[config.mk]
export PLATFORM = sky130hd
export DESIGN_NAME = dct_pipe_sched
export DESIGN_NICKNAME = d
export VERILOG_FILES = /design/src/rtl/dct_sched_pkg.sv /design/src/rtl/dct_stage_slot.sv /design/src/rtl/dct_pipe_sched.sv
export SDC_FILE = /design/constraint.sdc
export NUM_CORES = 1
export LEC_CHECK = 0
export ABC_AREA = 1
export BUFFER_PORTS_ARGS = -buffer_cell sky130_fd_sc_hd__buf_2
export CORE_ASPECT_RATIO = 1.2
export CORE_MARGIN = 2
export CORE_UTILIZATION = 48
export DETAILED_ROUTE_END_ITERATION = 10
export PLACE_DENSITY = 0.75
export SLEW_MARGIN = 0
export SYNTH_ARGS = -nofsm -noshare
export SYNTH_HDL_FRONTEND = slang
export SYNTH_SLANG_ARGS = --single-unit
[constraint.sdc]
create_clock -name clk -period 1.72 [get_ports clk]
set_input_delay 0.344 -clock clk [delete_from_list [all_inputs] [get_ports clk]]
set_output_delay 0.344 -clock clk [all_outputs]
set_load 0.02 [all_outputs]
[src/rtl/dct_sched_pkg.sv]
// dct_sched_pkg: shared stage-state encoding and sizing helpers for the DCT block scheduler
package dct_sched_pkg;
  typedef enum logic [1:0] {EMPTY, RUN, FULL} stage_t;
  localparam stage_t LOAD = RUN;
  localparam int ROWS_DEF = 8;
  function automatic int row_w(input int rows);
    return rows > 1 ? $clog2(rows) : 1;
  endfunction
endpackage

[src/rtl/dct_stage_slot.sv]
// dct_stage_slot: one pipeline stage, a state register plus a row counter
module dct_stage_slot import dct_sched_pkg::*; #(
  parameter int ROWS = ROWS_DEF,
  parameter stage_t INIT = EMPTY,
  localparam int W = row_w(ROWS)
) (
  input  logic         clk,
  input  logic         reset,
  input  logic         start,
  input  logic         adv,
  input  logic         clear,
  output logic [1:0]   state,
  output logic [W-1:0] cnt,
  output logic         last
);
  assign last = cnt == W'(ROWS - 1);
  // a refill on the same edge as a release wins, which gives bubble-free handoff
  always_ff @(posedge clk) begin
    if (reset) begin
      state <= INIT;
      cnt   <= '0;
    end else begin
      state <= start ? RUN : clear ? EMPTY : (adv && last) ? FULL : state;
      cnt   <= start ? '0 : adv ? cnt + 1'b1 : cnt;
    end
  end
endmodule

[src/rtl/dct_pipe_sched.sv]
// dct_pipe_sched: LOAD/XFER/DRAIN sequencing, bank ping-pong and block counting for the 2-D DCT
module dct_pipe_sched import dct_sched_pkg::*; #(
  parameter int ROWS = ROWS_DEF,
  parameter int BLK_W = 16
) (
  input  logic                    clk,
  input  logic                    reset,
  input  logic                    in_valid,
  output logic                    in_ready,
  output logic                    tp1_wr_en,
  output logic                    tp1_wr_bank,
  output logic                    tp1_rd_en,
  output logic                    dct2_dc,
  output logic                    tp2_wr_en,
  output logic                    tp2_wr_bank,
  output logic                    tp2_rd_en,
  output logic                    out_valid,
  input  logic                    out_ready,
  output logic [row_w(ROWS)-1:0]  out_row,
  output logic                    blk_done,
  output logic [BLK_W-1:0]        blk_cnt,
  output logic                    busy
);
  localparam int W = row_w(ROWS);
  logic [1:0] a_st, b_st, c_st;
  logic [W-1:0] a_cnt, b_cnt;
  logic a_last, b_last, c_last, ho_ab, ho_bc;
  assign in_ready  = a_st == LOAD;
  assign tp1_wr_en = in_valid && in_ready;
  assign tp1_rd_en = b_st == RUN;
  assign tp2_wr_en = tp1_rd_en;
  assign dct2_dc   = tp1_rd_en && b_cnt == '0;
  assign out_valid = c_st == RUN;
  assign tp2_rd_en = out_valid && out_ready;
  assign blk_done  = tp2_rd_en && c_last;
  assign ho_bc     = b_st == FULL && (c_st == EMPTY || blk_done);
  assign ho_ab     = a_st == FULL && (b_st == EMPTY || ho_bc);
  assign busy      = a_st == FULL || a_cnt != '0 || b_st != EMPTY || c_st != EMPTY;
  dct_stage_slot #(.ROWS(ROWS), .INIT(LOAD)) u_a (
    .clk, .reset, .start(ho_ab), .adv(tp1_wr_en), .clear(1'b0),
    .state(a_st), .cnt(a_cnt), .last(a_last)
  );
  dct_stage_slot #(.ROWS(ROWS), .INIT(EMPTY)) u_b (
    .clk, .reset, .start(ho_ab), .adv(tp1_rd_en), .clear(ho_bc),
    .state(b_st), .cnt(b_cnt), .last(b_last)
  );
  dct_stage_slot #(.ROWS(ROWS), .INIT(EMPTY)) u_c (
    .clk, .reset, .start(ho_bc), .adv(tp2_rd_en), .clear(blk_done),
    .state(c_st), .cnt(out_row), .last(c_last)
  );
  always_ff @(posedge clk) begin
    if (reset) begin
      tp1_wr_bank <= 1'b0;
      tp2_wr_bank <= 1'b0;
      blk_cnt     <= '0;
    end else begin
      tp1_wr_bank <= tp1_wr_bank ^ ho_ab;
      tp2_wr_bank <= tp2_wr_bank ^ ho_bc;
      blk_cnt     <= blk_cnt + BLK_W'(blk_done);
    end
  end
  // row counters only reach their last row while the stage is filling
  a_last_in_load: assert property (@(posedge clk) disable iff (reset) a_last |-> a_st == LOAD);
  b_last_in_run: assert property (@(posedge clk) disable iff (reset) b_last |-> b_st == RUN);
endmodule

==> results of run 1 <==
==> stage by stage <==
step	cell area, um^2	instances
after floorplan	1630	209
after global placement	1830	277
after detailed placement	1830	277
after CTS	1880	286
after global routing	1900	287
final	1900	287
==> Yosys cell counts (2+ instances only) <==
| cell | n |
|---|---|
| sky130_fd_sc_hd__nand2_2 | 3 |
| sky130_fd_sc_hd__a21oi_1 | 15 |
| sky130_fd_sc_hd__dfxtp_1 | 32 |
| sky130_fd_sc_hd__nor2_1 | 33 |
| sky130_fd_sc_hd__nand2_1 | 46 |
| sky130_fd_sc_hd__nand3_1 | 13 |
| sky130_fd_sc_hd__inv_1 | 28 |
| sky130_fd_sc_hd__nor2_4 | 3 |
| sky130_fd_sc_hd__nor2_2 | 2 |
| sky130_fd_sc_hd__ha_1 | 10 |
| sky130_fd_sc_hd__xor2_1 | 4 |
| sky130_fd_sc_hd__o21ai_0 | 7 |
==> worst max-delay path: stages, from the launching register on <==
cell                      delay (ns)
sky130_fd_sc_hd__dfxtp_4        0.37
sky130_fd_sc_hd__ha_4           0.14
sky130_fd_sc_hd__ha_4           0.13
sky130_fd_sc_hd__nand3_4        0.08
sky130_fd_sc_hd__inv_4          0.07
sky130_fd_sc_hd__ha_4           0.15
sky130_fd_sc_hd__ha_4           0.14
sky130_fd_sc_hd__nand2_4        0.06
sky130_fd_sc_hd__nor2_4         0.13
sky130_fd_sc_hd__nand2_2        0.07
sky130_fd_sc_hd__inv_2          0.08
sky130_fd_sc_hd__nand2_2        0.05
sky130_fd_sc_hd__nand2_1        0.05
sky130_fd_sc_hd__nand2_1        0.04
sky130_fd_sc_hd__nor2_1         0.09
==> final cells by class <==
class / count / area (um^2) / share of cell area
clock buffers: 7 / 45.0 / 0.0237
clock inverters: 1 / 3.75 / 0.00198
inverters: 30 / 116 / 0.0613
multi-input cells: 144 / 841 / 0.443
flip-flops and latches: 32 / 651 / 0.343
well taps: 36 / 45.0 / 0.0237
repair buffers: 37 / 195 / 0.103
==> power breakdown <==
part	total (uW)	internal [uW]	switching [uW]	leakage, uW
sequential	746	742	3.71	0.000261
combinational	62.0	21.9	40.1	0.000599
clock	397	157	240	0.0000269
total	1200	921	284	0.000887
==> per-layer routing <==
layer | GRT usage | up-vias
li1 | - | 736
met3 | 0.0568 | 5
met5 | 0 | -
met4 | 0.0732 | 0
met2 | 0.320 | 28
met1 | 0.183 | 637
==> registers in the layout, summed over array words and instances, names as in the netlist <==
register,cells
tp2_wr_bank,1
u_a.cnt,3
blk_cnt,16
u_b.state,2
u_c.cnt,3
u_c.state,1
tp1_wr_bank,1
u_b.cnt,3
u_a.state,2
==> worst min-delay path by stage <==
stage	end	slack, ns
floorplan	u_b.state[1]$_SDFFE_PP0P_	0.46
global placement	tp2_wr_bank$_SDFF_PP0_	0.47
detailed placement	tp2_wr_bank$_SDFF_PP0_	0.47
CTS	blk_cnt[13]$_SDFF_PP0_	0.29
global route	blk_cnt[13]$_SDFF_PP0_	0.29
finish	blk_cnt[13]$_SDFF_PP0_	0.29
==> what timing repair did <==
action	in CTS	in global routing
pin swaps	1	1
gates resized for setup	0	4
buffers inserted	1	1
setup endpoints to repair	1	8
==> cells by family (layout without fill, tap and decap cells) <==
group / count (synthesis) / in the layout
buffers and inverters: 33 / 75
AO/OA/AOI/OAI: 25 / 25
XOR/XNOR: 4 / 4
adder cells (fa/ha/maj): 10 / 10
AND/OR/NAND/NOR: 105 / 105
flip-flops: 32 / 32
==> qor.txt, run 1 <==
sum of net half-perimeters after detailed placement - 2.24 mm
CORE AREA - 3060 um^2
cts-stage hold buffer count - 0
number of nets in the layout - 264
total I/O pin count - 34
pin count of the biggest net entering global routing - 12
final-report setup violation count - 0
kind of critical path - register to register
total of buffers placed on input and output ports - 33
Synth Area in Compound Gates - 0.0884
die width - 55.8 um
met2 WL post-DR - 1.45 mm
fraction of synthesized cell area in xor and xnor cells - 0.0227
clk_lat worst skew - 0.33 ns
fraction of layout instances using a drive strength above 1 - 0.283
Arrival @ worst endpoint - 1.97 ns
largest family of logic cells by synthesized area - simple AND/OR/NAND/NOR gates
headroom to the max-slew limit - 0.789
First DRT Iteration DRCs - 48
static leakage - 0.000887 uW
Setup crit start kind - register
aggregate global routing overflow - 0
placer congestion estimate - 0.756
Overall Global Routing Usage - 0.175
met3 wire length - 172 um
post-synth net total - 223
worst reg2reg path endpoint - blk_cnt[14]$_SDFF_PP0_
data required time at the worst endpoint - 1.98 ns
Setup crit end - blk_cnt[14]$_SDFF_PP0_
Post-Synth Simple-Gate Area - 0.302
starting density of the core - 0.505
vias - 1,406
cell type with the largest total area after synthesis - sky130_fd_sc_hd__dfxtp_1
Post-Synthesis Mean Instance Area - 7.38 um^2
worst hold slack - 0.294 ns
first element of the critical path - u_c.cnt[1]$_SDFFE_PP0P_
antenna violations before repair - 0
share of the clock period used by the worst path after layout - 0.993
combined area of all synthesized cells - 1540 um^2
Die Ht - 66.1 um
Total Routed Length - 2.87 mm
post-DR wirelength/cell - 10.0 um
worst hold path startpoint - reset
Pins Over Slew Limit - 0
post-place setup slack - 0.00117 ns
slack of the worst reg-to-reg path - 0.01 ns
maximum frequency from static timing analysis - 585 MHz
routed metal-1 wirelength - 1.19 mm
minimum clock period after layout - 1.71 ns
share of cell area taken by muxes after synthesis - 0
maximum clock insertion buffer count - 2
cell chosen for the clock root - sky130_fd_sc_hd__clkbuf_4
Die Area - 3690 um^2
via count of the first global-routing pass - 1,231
number of cells traversed by the worst register-to-register path - 14
final core utilization - 0.621
worst min-delay path class - input pin to register
Post-synth ARST share - 0
number of clock buffers inserted by TritonCTS - 5
Max-Cap Viols - 0
most common cell after layout, fill and taps aside - sky130_fd_sc_hd__nand2_1
# diodes - 0
highest net fanout along the worst path - 5
worst-margin pin slew - 0.316 ns
count of state elements after synthesis - 32
number of cells produced by synthesis - 209
count of nets left with antenna violations after detail routing - 0
number of distinct library cells after synthesis - 25
leading cell types in the layout, fill and taps excluded - 44 x sky130_fd_sc_hd__nand2_1, 33 x sky130_fd_sc_hd__buf_2, 32 x sky130_fd_sc_hd__nor2_1
post-route setup slack - 0.0118 ns
TritonCTS clock tree - done
per-cell via count in the routed design - 4.90
Yosys top cell area share - 0.415
number of enable-type register cells in the synthesized netlist - 0
H-Tree Depth - 2
row cnt - 22
highest metal layer with signal wires - met4
largest cells by area after synthesis - sky130_fd_sc_hd__dfxtp_1 42%, sky130_fd_sc_hd__nand2_1 11%, sky130_fd_sc_hd__ha_1 8.1%
Fin Clk Skew - 0.0116 ns
endpoint class of the critical path - register
Post-Synth Adder-Cell Area - 0.0811
worst vdd ir - 0.459 mV
Ys Warns - 0
total power - 1200 uW
run status - complete, no violations
unrepaired setup endpoints after global routing - yes
Setup TNS - 0 ns
power density relative to cell area - 635 nW/um^2
first-pass detailed-route iteration total - 4
count of fill cells added during filler insertion - 318
Critical R2R Launch - u_c.cnt[1]$_SDFFE_PP0P_
main flop type after synthesis - sky130_fd_sc_hd__dfxtp_1
clock sink total - 32
global-route wire length before repair - 5.03 mm
Residual DRC - 0
layout overhead on the synthesized area - 23.0%
Hold Fails Final Rpt - 0
portion of the post-synthesis area used by sequential elements - 0.415
Clk pin slew, worst setup/hold paths - 0.10 ns
Worst Hold Depth - 2
No activity file was read; power rests on OpenSTA's default activity.
==> inputs of run 2 (changes only) <==
--- a/config.mk
+++ b/config.mk
@@ -9,9 +9,9 @@
 export BUFFER_PORTS_ARGS = -buffer_cell sky130_fd_sc_hd__buf_2
 export CORE_ASPECT_RATIO = 1.2
 export CORE_MARGIN = 2
-export CORE_UTILIZATION = 48
+export CORE_UTILIZATION = 57
 export DETAILED_ROUTE_END_ITERATION = 10
-export PLACE_DENSITY = 0.75
+export PLACE_DENSITY = 0.83
 export SLEW_MARGIN = 0
 export SYNTH_ARGS = -nofsm -noshare
 export SYNTH_HDL_FRONTEND = slang
==> constraint.sdc (replaced) <==
create_clock -name clk -period 2 [get_ports clk]
set_input_delay 0.4 -clock clk [delete_from_list [all_inputs] [get_ports clk]]
set_output_delay 0.4 -clock clk [all_outputs]
set_load 0.02 [all_outputs]
==> run 2 against run 1 <==
  * Worst setup slack better by 0.18 ns
  * Combinational power fell by 17%
  * Final cell count shrank 1.4%
  * Power down 11%
  * Die area is 15% lower
  * Final area fell by 3.8%
  * Critical path type unchanged
  * Sequential cell count did not move
  * Sequential power down 14%
  * Hold slack better by 0.059 ns
  * Largest power group unchanged
==> qor.txt, run 2 (same netlist as run 1, synthesis figures left out) <==
run status - complete, no violations
number of clock buffers inserted by TritonCTS - 5
cts-stage hold buffer count - 0
H-Tree Depth - 2
leading cell types in the layout, fill and taps excluded - 45 x sky130_fd_sc_hd__nand2_1, 33 x sky130_fd_sc_hd__nor2_1, 33 x sky130_fd_sc_hd__buf_2
data required time at the worst endpoint - 2.28 ns
Setup crit start kind - register
Placed Area - 1720 um^2
total power - 1080 uW
count of nets left with antenna violations after detail routing - 0
fraction of layout instances using a drive strength above 1 - 0.248
switching power share of the total - 0.227
row cnt - 20
cell total after placement - 272
number of nets in the layout - 263
Max-Cap Viols - 0
die width - 51.5 um
first-pass detailed-route iteration total - 4
final instance area - 1820 um^2
part of the total power dissipated in the clock network - 0.354
highest net fanout along the worst path - 4
post-layout instance count excluding filler cells - 283
Setup TNS - 0 ns
Critical R2R Launch - u_c.cnt[0]$_SDFFE_PP0P_
clk_lat worst skew - 0.34 ns
number of cells traversed by the worst register-to-register path - 14
internal power summed over all cells - 831 uW
final-report setup violation count - 0
Die Ht - 61.0 um
worst vdd ir - 0.456 mV
starting density of the core - 0.604
endpoint class of the critical path - register
TritonCTS clock tree - done
headroom to the max-slew limit - 0.666
sequential group share of total power - 0.599
First DRT Iteration DRCs - 11
register with the most flip-flops - blk_cnt
vias - 1,392
static leakage - 0.000880 uW
unrepaired setup endpoints after global routing - no
antenna violations before repair - 0
Fin Clk Skew - 0.00704 ns
Die Area - 3140 um^2
layout overhead on the synthesized area - 18.2%
via count of the first global-routing pass - 1,227
max FFs per register - 16
cell chosen for the clock root - sky130_fd_sc_hd__clkbuf_4
Residual DRC - 0
total of buffers placed on input and output ports - 33
kind of critical path - register to register
worst hold path startpoint - reset
sum of net half-perimeters after detailed placement - 2.18 mm
Sw Pwr - 245 uW
post-DR wirelength/cell - 10.7 um
part of the total power dissipated in combinational logic - 0.048
Pins Over Slew Limit - 0
Clk pin slew, worst setup/hold paths - 0.09 ns
worst min-delay path class - input pin to register
minimum clock period after layout - 1.81 ns
maximum clock insertion buffer count - 2
share of the clock period used by the worst path after layout - 0.903
most common cell after layout, fill and taps aside - sky130_fd_sc_hd__nand2_1
clock sink total - 32
Worst Hold Depth - 2
pin count of the biggest net entering global routing - 16
Overall Global Routing Usage - 0.211
Arrival @ worst endpoint - 2.09 ns
per-cell via count in the routed design - 4.92
# diodes - 0
Total Routed Length - 3.02 mm
global-route wire length before repair - 4.85 mm
maximum frequency from static timing analysis - 554 MHz
WHS Endpoint - blk_cnt[13]$_SDFF_PP0_
placer congestion estimate - 0.740
CORE AREA - 2550 um^2
aggregate global routing overflow - 0
worst-margin pin slew - 0.500 ns
Hold Fails Final Rpt - 0
slack of the worst reg-to-reg path - 0.19 ns
power density relative to cell area - 590 nW/um^2
worst hold slack - 0.353 ns
first element of the critical path - u_c.cnt[0]$_SDFFE_PP0P_
worst reg2reg path endpoint - blk_cnt[14]$_SDFF_PP0_
total I/O pin count - 34
run 2: metrics by stage:
step / setup WS, ns / util
after floorplan: 0.00291 / -
after global placement: 0.172 / 0.675
after detailed placement: 0.125 / 0.675
after CTS: 0.110 / 0.699
after global routing: 0.00506 / 0.715
final: 0.195 / 0.715
run 2: area by class of cell:
cell class | instances | area, um^2
Sequential cell | 32 | 643
Timing Repair Buffer | 36 | 188
Multi-Input combinational cell | 144 | 779
Clock buffer | 8 | 58.8
Inverter | 30 | 114
Tap cell | 33 | 41.3
Fill cell | 217 | 728
run 2: how the worst max path moves through the flow:
stage / end / cells past startpoint
floorplan: blk_cnt[14]$_SDFF_PP0_ / 13
global placement: blk_cnt[14]$_SDFF_PP0_ / 14
detailed placement: blk_cnt[8]$_SDFF_PP0_ / 12
CTS: blk_cnt[14]$_SDFF_PP0_ / 14
global route: blk_cnt[14]$_SDFF_PP0_ / 14
finish: blk_cnt[14]$_SDFF_PP0_ / 14
run 2: repair_timing:
item | 4_1_cts | 5_1_grt
resized for setup | 0 | 5
buffers inserted | 0 | 3
endpoints found under the setup margin | 0 | 4
run 2: routing by layer:
layer	track usage	up-vias	routed length, um
li1	-	728	-
met1	0.218	621	1280
met2	0.377	33	1510
met3	0.0591	10	140
met4	0.132	0	98
met5	0	-	0
run 2: power by group through the flow:
stage          logic [uW]  registers [uW]  clock network [uW]
4_1_cts              51.5             644                 394
2_1_floorplan        38.7             658                   0
3_5_place_dp         50.1             659                   0
3_3_place_gp         49.8             659                   0
6_report             51.2             644                 381
5_1_grt              57.9             645                 414
run 2: worst max-delay path, stage by stage (launching register included):
cell and delay [ns]:
sky130_fd_sc_hd__dfxtp_2 0.35, sky130_fd_sc_hd__ha_1 0.14, sky130_fd_sc_hd__ha_1 0.13, sky130_fd_sc_hd__nand3_1 0.10, sky130_fd_sc_hd__inv_2 0.08, sky130_fd_sc_hd__ha_2 0.21
sky130_fd_sc_hd__ha_4 0.14, sky130_fd_sc_hd__nand2_2 0.07, sky130_fd_sc_hd__nor2_4 0.15, sky130_fd_sc_hd__nand2_2 0.07, sky130_fd_sc_hd__inv_2 0.07, sky130_fd_sc_hd__nand2_1 0.06
sky130_fd_sc_hd__nand2_1 0.06, sky130_fd_sc_hd__nand2_1 0.04, sky130_fd_sc_hd__nor2_1 0.09
==> inputs of run 3 (changes only) <==
--- a/config.mk
+++ b/config.mk
@@ -6,12 +6,13 @@
 export NUM_CORES = 1
 export LEC_CHECK = 0
 export ABC_AREA = 1
-export BUFFER_PORTS_ARGS = -buffer_cell sky130_fd_sc_hd__buf_2
-export CORE_ASPECT_RATIO = 1.2
+export CORE_ASPECT_RATIO = 1.25
 export CORE_MARGIN = 2
-export CORE_UTILIZATION = 57
+export CORE_UTILIZATION = 60
 export DETAILED_ROUTE_END_ITERATION = 10
-export PLACE_DENSITY = 0.83
+export DONT_BUFFER_PORTS = 1
+export PLACE_DENSITY = 0.76
+export RECOVER_POWER = 50
 export SLEW_MARGIN = 0
 export SYNTH_ARGS = -nofsm -noshare
 export SYNTH_HDL_FRONTEND = slang
==> run 3 against run 2 <==
  * Combinational power decreased by 16%
  * Die area decreased by 4.6%
  * Via count decreased by 6.7%
  * Worst setup slack got worse by 0.065 ns
  * Final area decreased by 8.0%
  * Power about the same
  * Clock power increased by 2%
  * Critical path depth decreased by 11
  * Count of clock-buffer cells in the layout unchanged
  * Sequential share of layout area increased by 3.0 points
  * Largest cell class unchanged
  * Largest power group unchanged
==> qor.txt, run 3 (same netlist as run 1, synthesis figures left out) <==
run status - complete, no violations
post-DR wirelength/cell - 11.8 um
post-route setup slack - 0.130 ns
cts-stage hold buffer count - 0
endpoint class of the critical path - primary output
row cnt - 20
register with the most flip-flops - blk_cnt
Critical R2R Launch - u_c.cnt[1]$_SDFFE_PP0P_
switching power share of the total - 0.232
Overall Global Routing Usage - 0.225
final-report setup violation count - 0
post-place setup slack - 0.0950 ns
H-Tree Depth - 2
part of the total power dissipated in the clock network - 0.362
highest net fanout along the worst path - 4
via count of the first global-routing pass - 1,209
CORE AREA - 2430 um^2
per-cell via count in the routed design - 5.11
Fin Clk Skew - 0.00962 ns
Placed Area - 1600 um^2
total of buffers placed on input and output ports - 0
Total Routed Length - 3.00 mm
layout overhead on the synthesized area - 8.84%
TritonCTS clock tree - done
starting density of the core - 0.636
first-pass detailed-route iteration total - 4
total power - 1080 uW
pin count of the biggest net entering global routing - 16
unrepaired setup endpoints after global routing - no
power density relative to cell area - 641 nW/um^2
Max-Cap Viols - 0
share of the clock period used by the worst path after layout - 0.935
Residual DRC - 0
Arrival @ worst endpoint - 1.47 ns
global-route wire length before repair - 4.97 mm
sum of net half-perimeters after detailed placement - 2.31 mm
count of fill cells added during filler insertion - 220
Die Ht - 60.7 um
maximum frequency from static timing analysis - 535 MHz
clk_lat worst skew - 0.34 ns
part of the total power dissipated in combinational logic - 0.040
sequential group share of total power - 0.598
count of nets left with antenna violations after detail routing - 0
sequential cell area - 642 um^2
minimum clock period after layout - 1.87 ns
vias - 1,299
kind of critical path - register to primary output
aggregate global routing overflow - 0
Setup crit start kind - register
Setup TNS - 0 ns
Worst Hold Depth - 1
leading cell types in the layout, fill and taps excluded - 47 x sky130_fd_sc_hd__nand2_1, 34 x sky130_fd_sc_hd__nor2_1, 31 x sky130_fd_sc_hd__dfxtp_1
worst-margin pin slew - 0.465 ns
cell chosen for the clock root - sky130_fd_sc_hd__clkbuf_4
data required time at the worst endpoint - 1.60 ns
Clk pin slew, worst setup/hold paths - 0.10 ns
final instance area - 1680 um^2
total I/O pin count - 34
slack of the worst reg-to-reg path - 0.20 ns
most common cell after layout, fill and taps aside - sky130_fd_sc_hd__nand2_1
number of nets in the layout - 234
antenna violations before repair - 0
placer congestion estimate - 0.716
worst vdd ir - 0.577 mV
max FFs per register - 16
Hold Fails Final Rpt - 0
# diodes - 0
worst reg2reg path endpoint - blk_cnt[14]$_SDFF_PP0_
footprint of the multi-input gates - 782 um^2
First DRT Iteration DRCs - 21
number of clock buffers inserted by TritonCTS - 5
fraction of layout instances using a drive strength above 1 - 0.118
worst hold path startpoint - reset
internal power summed over all cells - 827 uW
Pins Over Slew Limit - 0
WHS Endpoint - blk_cnt[13]$_SDFF_PP0_
number of cells traversed by the worst register-to-register path - 14
worst min-delay path class - input pin to register
Sw Pwr - 249 uW
maximum clock insertion buffer count - 2
Die Area - 3000 um^2
headroom to the max-slew limit - 0.689
die width - 49.4 um
static leakage - 0.000713 uW
clock sink total - 32
-- run 3: cell types whose count changed in the layout (fill, tap and decap cells not counted), sizes merged --
cell    before  now
buf         36    4
clkbuf       8   11
-- run 3: layout make-up --
class                           instances  area share
Tap cell                               33      0.0246
Sequential cell                        32       0.382
Inverter                               30      0.0678
Clock buffer                            8      0.0350
Multi-Input combinational cell        144       0.466
Timing Repair Buffer                    7      0.0246
-- run 3: metrics by stage --
stage | hold WS (ns) | instances | util
finish | 0.111 | 254 | 0.692
global route | 0.0970 | 254 | 0.692
CTS | 0.109 | 253 | 0.685
detailed placement | 0.475 | 245 | 0.661
global placement | 0.471 | 245 | 0.661
floorplan | 0.461 | 209 | -
-- run 3: power by group through the flow --
stage / logic [uW] / clock network (uW) / registers [uW]
after floorplan: 38.7 / 0 / 658
after global placement: 39.5 / 0 / 659
after detailed placement: 42.3 / 0 / 659
after CTS: 42.9 / 395 / 644
after global routing: 48.9 / 420 / 645
final: 43.0 / 389 / 644
-- run 3: worst max-delay path by stage --
| stage | start | endpoint | slack [ns] |
|---|---|---|---|
| after detailed placement | u_c.cnt[0]$_SDFFE_PP0P_ | blk_cnt[8]$_SDFF_PP0_ | 0.1 |
| after CTS | u_c.cnt[0]$_SDFFE_PP0P_ | blk_cnt[8]$_SDFF_PP0_ | 0.08 |
| after global placement | u_c.cnt[0]$_SDFFE_PP0P_ | blk_cnt[14]$_SDFF_PP0_ | 0.18 |
| after floorplan | u_c.cnt[1]$_SDFFE_PP0P_ | blk_cnt[14]$_SDFF_PP0_ | 0.003 |
| final | u_c.state[0]$_SDFFE_PP0P_ | tp2_rd_en | 0.13 |
| after global routing | u_c.cnt[1]$_SDFFE_PP0P_ | blk_cnt[14]$_SDFF_PP0_ | 0.02 |
-- run 3: per-layer routing --
layer	GRT usage	vias up	share of wire
li1	-	679	-
met1	0.216	586	0.38
met2	0.427	27	0.53
met3	0.0887	7	0.062
met4	0.106	0	0.021
met5	0	-	0
-- run 3: timing repair --
item	CTS	global route
gates resized for setup	0	6
buffers inserted	0	1
endpoints found under the setup margin	0	3
-- run 3: critical path: stages (launching register included) --
cell	delay (ns)
sky130_fd_sc_hd__dfxtp_1	0.35
sky130_fd_sc_hd__clkbuf_1	0.34
sky130_fd_sc_hd__nand2_1	0.20
sky130_fd_sc_hd__inv_1	0.24
